$ cat src/rtl/classifier_pkg.sv
// Shared definitions for the classifier fetch path: reader FSM states and
// default SRAM geometry.
package classifier_pkg;

  localparam int ADDR_W_DEF = 5;
  localparam int DATA_W_DEF = 32;

  typedef enum logic [1:0] {
    IDLE  = 2'd0,
    READ  = 2'd1,
    DRAIN = 2'd2,
    DONE  = 2'd3
  } state_t;

endpackage

$ cat src/rtl/sync_fifo.sv
// Single-clock FIFO with registered storage and an occupancy count. A push
// never reaches the head in the same cycle (no write-through).
module sync_fifo #(
  parameter int WIDTH = 65,
  parameter int DEPTH = 2,
  localparam int CNT_W = $clog2(DEPTH + 1)
) (
  input  logic             clk,
  input  logic             rst,
  input  logic             push,
  input  logic [WIDTH-1:0] push_data,
  input  logic             pop,
  output logic [WIDTH-1:0] pop_data,
  output logic [CNT_W-1:0] count,
  output logic             empty
);

  localparam int PTR_W = (DEPTH > 1) ? $clog2(DEPTH) : 1;

  logic [WIDTH-1:0] mem [DEPTH];
  logic [PTR_W-1:0] wr_ptr_reg;
  logic [PTR_W-1:0] rd_ptr_reg;
  logic [CNT_W-1:0] count_reg;
  logic             do_push;
  logic             do_pop;

  function automatic logic [PTR_W-1:0] ptr_inc(input logic [PTR_W-1:0] ptr);
    return (ptr == PTR_W'(DEPTH - 1)) ? '0 : ptr + 1'b1;
  endfunction

  // A full FIFO still takes a push when the head leaves in the same cycle.
  assign do_pop  = pop && (count_reg != '0);
  assign do_push = push && ((count_reg != CNT_W'(DEPTH)) || do_pop);

  always_ff @(posedge clk) begin
    if (do_push) begin
      mem[wr_ptr_reg] <= push_data;
    end
  end

  always_ff @(posedge clk) begin
    if (rst) begin
      wr_ptr_reg <= '0;
      rd_ptr_reg <= '0;
      count_reg  <= '0;
    end else begin
      if (do_push) begin
        wr_ptr_reg <= ptr_inc(wr_ptr_reg);
      end
      if (do_pop) begin
        rd_ptr_reg <= ptr_inc(rd_ptr_reg);
      end
      case ({do_push, do_pop})
        2'b10:   count_reg <= count_reg + 1'b1;
        2'b01:   count_reg <= count_reg - 1'b1;
        default: count_reg <= count_reg;
      endcase
    end
  end

  assign pop_data = mem[rd_ptr_reg];
  assign count    = count_reg;
  assign empty    = (count_reg == '0);

endmodule

$ cat src/rtl/sram_pair_reader.sv
// Streams NUM_WORDS locations from a lockstep pair of read-only SRAM banks
// into a small FIFO and hands {bank2,bank1} pairs to the core over valid/ready.
module sram_pair_reader
  import classifier_pkg::*;
#(
  parameter int ADDR_W     = ADDR_W_DEF,
  parameter int DATA_W     = DATA_W_DEF,
  parameter int NUM_WORDS  = 4,
  parameter int BASE_ADDR  = 0,
  parameter int FIFO_DEPTH = 2
) (
  input  logic                clk,
  input  logic                rst,
  input  logic                learn,
  output logic [ADDR_W-1:0]   MEM_ADD1,
  output logic [ADDR_W-1:0]   MEM_ADD2,
  output logic                MEM_CSB1,
  output logic                MEM_CSB2,
  output logic                MEM_OEB1,
  output logic                MEM_OEB2,
  output logic                MEM_WEB1,
  output logic                MEM_WEB2,
  input  logic [DATA_W-1:0]   DATA_I1,
  input  logic [DATA_W-1:0]   DATA_I2,
  output logic [2*DATA_W-1:0] out_data,
  output logic                out_valid,
  input  logic                out_ready,
  output logic                out_last,
  output logic                busy,
  output logic                done
);

  localparam int PAIR_W  = 2 * DATA_W;
  localparam int ENTRY_W = PAIR_W + 1;
  localparam int CNT_W   = $clog2(FIFO_DEPTH + 1);
  localparam logic [ADDR_W-1:0] FIRST_ADDR = ADDR_W'(BASE_ADDR);
  localparam logic [ADDR_W-1:0] LAST_ADDR  = ADDR_W'(BASE_ADDR + NUM_WORDS - 1);

  state_t             state_reg;
  logic [ADDR_W-1:0]  addr_reg;
  logic [CNT_W-1:0]   fifo_count;
  logic               fifo_empty;
  logic [ENTRY_W-1:0] head;
  logic               issue;
  logic               pop;

  // Read data lands at the edge closing the issue cycle, so nothing is still
  // in flight when the next issue is decided; the occupancy check ignores the
  // same-cycle pop to stay conservative.
  assign issue = (state_reg == READ) && (fifo_count < CNT_W'(FIFO_DEPTH));
  assign pop   = out_valid && out_ready;

  always_ff @(posedge clk) begin
    if (rst) begin
      state_reg <= IDLE;
      addr_reg  <= FIRST_ADDR;
    end else begin
      case (state_reg)
        IDLE: begin
          if (learn) begin
            state_reg <= READ;
            addr_reg  <= FIRST_ADDR;
          end
        end
        READ: begin
          if (issue) begin
            addr_reg <= addr_reg + 1'b1;
            if (addr_reg == LAST_ADDR) begin
              state_reg <= DRAIN;
            end
          end
        end
        DRAIN: begin
          // The tagged pair is the final FIFO entry, so its acceptance empties it.
          if (pop && out_last) begin
            state_reg <= DONE;
          end
        end
        DONE: begin
          state_reg <= IDLE;
          addr_reg  <= FIRST_ADDR;
        end
        default: state_reg <= IDLE;
      endcase
    end
  end

  sync_fifo #(
    .WIDTH (ENTRY_W),
    .DEPTH (FIFO_DEPTH)
  ) u_fifo (
    .clk       (clk),
    .rst       (rst),
    .push      (issue),
    .push_data ({(addr_reg == LAST_ADDR), DATA_I2, DATA_I1}),
    .pop       (pop),
    .pop_data  (head),
    .count     (fifo_count),
    .empty     (fifo_empty)
  );

  assign out_valid = !fifo_empty;
  assign out_data  = head[PAIR_W-1:0];
  assign out_last  = head[ENTRY_W-1] && !fifo_empty;

  assign MEM_ADD1 = addr_reg;
  assign MEM_ADD2 = addr_reg;
  assign MEM_CSB1 = !issue;
  assign MEM_CSB2 = !issue;
  assign MEM_OEB1 = !issue;
  assign MEM_OEB2 = !issue;
  assign MEM_WEB1 = 1'b1;
  assign MEM_WEB2 = 1'b1;

  assign busy = (state_reg == READ) || (state_reg == DRAIN);
  assign done = (state_reg == DONE);

endmodule
$ cat config.mk
export PLATFORM = sky130hd
export DESIGN_NAME = sram_pair_reader
export DESIGN_NICKNAME = d
export VERILOG_FILES = /design/src/rtl/classifier_pkg.sv /design/src/rtl/sync_fifo.sv /design/src/rtl/sram_pair_reader.sv
export SDC_FILE = /design/constraint.sdc
export NUM_CORES = 1
export LEC_CHECK = 0
export ABC_AREA = 1
export BUFFER_PORTS_ARGS = -buffer_cell sky130_fd_sc_hd__buf_2
export CORE_UTILIZATION = 56
export CTS_CLUSTER_DIAMETER = 100
export DETAILED_ROUTE_END_ITERATION = 16
export PLACE_DENSITY = 0.85
export REMOVE_ABC_BUFFERS = 1
export SLEW_MARGIN = 40
export SYNTH_ARGS = -nofsm -noshare
export SYNTH_HDL_FRONTEND = slang
export SYNTH_SLANG_ARGS = --single-unit
export TNS_END_PERCENT = 30
$ cat constraint.sdc
create_clock -name clk -period 11 [get_ports clk]
set_input_delay 0.55 -clock clk [delete_from_list [all_inputs] [get_ports clk]]
set_output_delay 0.55 -clock clk [all_outputs]
set_load 0.005 [all_outputs]
==> results.md <==
- Area contributors post-synth: edfxtp_1 (72%), nand2_1 (14%), dfxtp_1 (4.4%)
- Post-Synthesis Cells: 438
- Initial Util: 0.584
- TritonCTS Buffers: 17
- Leak Pwr: 2.97 nW
- Number of routed nets with antenna violations: 0
- Input/output buffers: 149
- Hold WC Path Type: in2reg
- First-pass GRT wire length: 16.3 mm
- R2R setup slack: 8.53 ns
- Final min period: 2.96 ns
- Synthesized area: between 5000 and 6000 µm²
- Final non-filler cell total: 729
- Avg Inst Size Synth: 12.4 µm²
- Max Cap Viol: 0
- Asr flop ratio synth: 0
- Reg2reg end: u_fifo.mem[1][63]
- HP Start: DATA_I1[24]
- Final nets: 662
- Root Driver: clkbuf_8
- Top cell type's share of synthesized area: 0.717
- CTS tree: built
- CP arrival: 2.41 ns
- CP max FO: 66
- Min Hold Slack: 0.220 ns
- CORE AREA: 9330 µm²
- Reg with most FFs: u_fifo.mem
- Critical path cell sequence: buf_4 > inv_4 > nand2_1 > nand2_1 > and2_1 > buf_2
- Synth Warn #: 0
- PostCTS Resize Cnt: 0
- Clk Latency, worst-skew pair: between 0.5 and 0.6 ns
- Tcrit/Tclk final: 0.269
- Clock skew: 0.0123 ns
- First-pass DRT Iterations: 4
- Worst Hold Depth: 1
- Most common library cells after synthesis: nand2_1 (210), edfxtp_1 (130), buf_2 (14)
- Area growth, synth to finish: 25.8%
- RSZ-0062 raised after global routing: false
- GR Util All Layers: 0.222
- Drt total wl: between 10 and 15 mm
- Overflow after GRT: 0
- Largest net degree at the start of global routing: 67
- Hold Path Sink: u_fifo.mem[1][24]
- Pwr/cell area: approximately 260 nW/µm²
- Number of global-route vias before repair: 3393
- # hold bufs at CTS: 0
- Finish-stage setup viols: 0
- Peak VDD IR: 182 µV
- Slowest cell on crit path: buf_4
- Dominant synthesized flop cell: edfxtp_1
- CP startpoint kind: flop
- Final hold vios: 0
- R2R depth: 6
- Slew at the pin closest to its max-slew limit: 0.740 ns
- Setup TNS: 0 ns
- Cell Rows: 35
- Max reg flops: between 100 and 150
- Number of remaining DRC errors: 0
- Post-synth EDFFs: 130
- FF-to-FF Start: state_reg[1]
- Share of cells above drive strength 1: 0.320
- Die Y: 101 µm
- Chip Width: 101 µm
- Max Root-Sink Buffers: 2
- Fmax: 337 MHz
- GP Congestion: 0.852
- H-Tree Level Count: 4
- Clock Sinks: 142
- Vias per inst: 4.96
- CP delay by family, top: buffers and inverters
- Detailed-route via count: 3617
- Worst Path Required: 10.45 ns
- Slowest stage delay, CP: approximately 0.56 ns
- Kind of critical path: reg2out
- N_diodes: 0
- Synth unique cells: 24
- Area leader, netlist: edfxtp_1
- Post-detail-place hpwl: 6.85 mm
- Sum of buffers and inverters on the critical path: 3
- Worst-path clk slew: roughly 0.06 ns
- Run status: finished clean
- Crit path capture type: output port
- Initial DRC Count: 219
- Full die area: 10100 µm²
- Initial antenna violation count: 0
- DR WL/cell: 15.1 µm
- Sequential area share after synthesis: 0.761
- Post-CTS Setup Inserts: 0
- Max-slew violations: 0
- Cell with the most instances after synthesis: nand2_1
- Slew HR: 0.506
- Flops & latches, synth: 142
- Placed insts: 696
- Ports: approximately 150
- Most used cell, CP: nand2_1
## cell type report
| type | instances | area, µm² |
|---|---|---|
| multi-input combinational | 260 | 1120 |
| tap | 129 | 161 |
| timing repair buffer | 153 | 783 |
| fill | 628 | 2480 |
| clock buffer | 17 | 414 |
| sequential | 142 | 4150 |
| inverter | 13 | 51.3 |
| clock inverter | 15 | 170 |
## where the power goes
part | internal (mW) | leakage [nW] | total (mW) | switching [mW]
sequential | 0.720 | 1.29 | 0.754 | 0.0342
clock | 0.344 | 0.279 | 0.556 | 0.212
combinational | 0.169 | 1.40 | 0.469 | 0.301
total | 1.23 | 2.97 | 1.78 | 0.546
## stage by stage
step	cell area [µm²]	setup slack, ns	total power, mW	util
final	6850	8.04	1.78	0.734
after global routing	6850	7.86	1.88	0.734
after CTS	6830	7.99	1.79	0.733
after detailed placement	6250	8.41	1.23	0.670
after global placement	6250	8.39	1.21	0.670
after floorplan	5300	6.98	1.02	-
## layer usage
metal / share of wire / up-vias / wire length (µm) / global-route usage
li1: - / 1750 / - / -
met1: 0.40 / 1705 / 4360 / 0.253
met2: 0.51 / 149 / 5630 / 0.381
met3: 0.080 / 13 / 884 / 0.0811
met4: 0.013 / 0 / 139 / 0.0858
met5: 0 / - / 0 / 0
## cells in the final DEF, fill, tap and decap left out, drive strengths merged
cell type and n:
edfxtp 130, nand3 2, a21oi 10, o21ai 5, nor3 2, and3 1, and2 1, clkbuf 17
dfxtp 12, nand2 211, nand4 2, bufinv 3, xor2 2, buf 153, ha 7, nor2 13
conb 2, o21bai 1, clkinvlp 3, inv 15, clkinv 7, xnor2 1
## cells by family after synthesis
kind of cell / share of synthesized area
XOR/XNOR: 0.00483
other: 0.000689
buffers and inverters: 0.0356
AND/OR/NAND/NOR: 0.166
flip-flops: 0.761
adder cells (fa/ha/maj): 0.0161
AO/OA/AOI/OAI: 0.0159
## worst max path at each step
stage	slack [ns]	to	cells after the start
3_3_place_gp	8.39	out_last	6
6_report	8.04	out_last	6
5_1_grt	7.86	out_last	6
2_1_floorplan	6.98	u_fifo.mem[1][0]	4
4_1_cts	7.99	out_last	6
3_5_place_dp	8.41	u_fifo.mem[1][44]	5
Note: power is estimated with default switching activity, not from simulation.
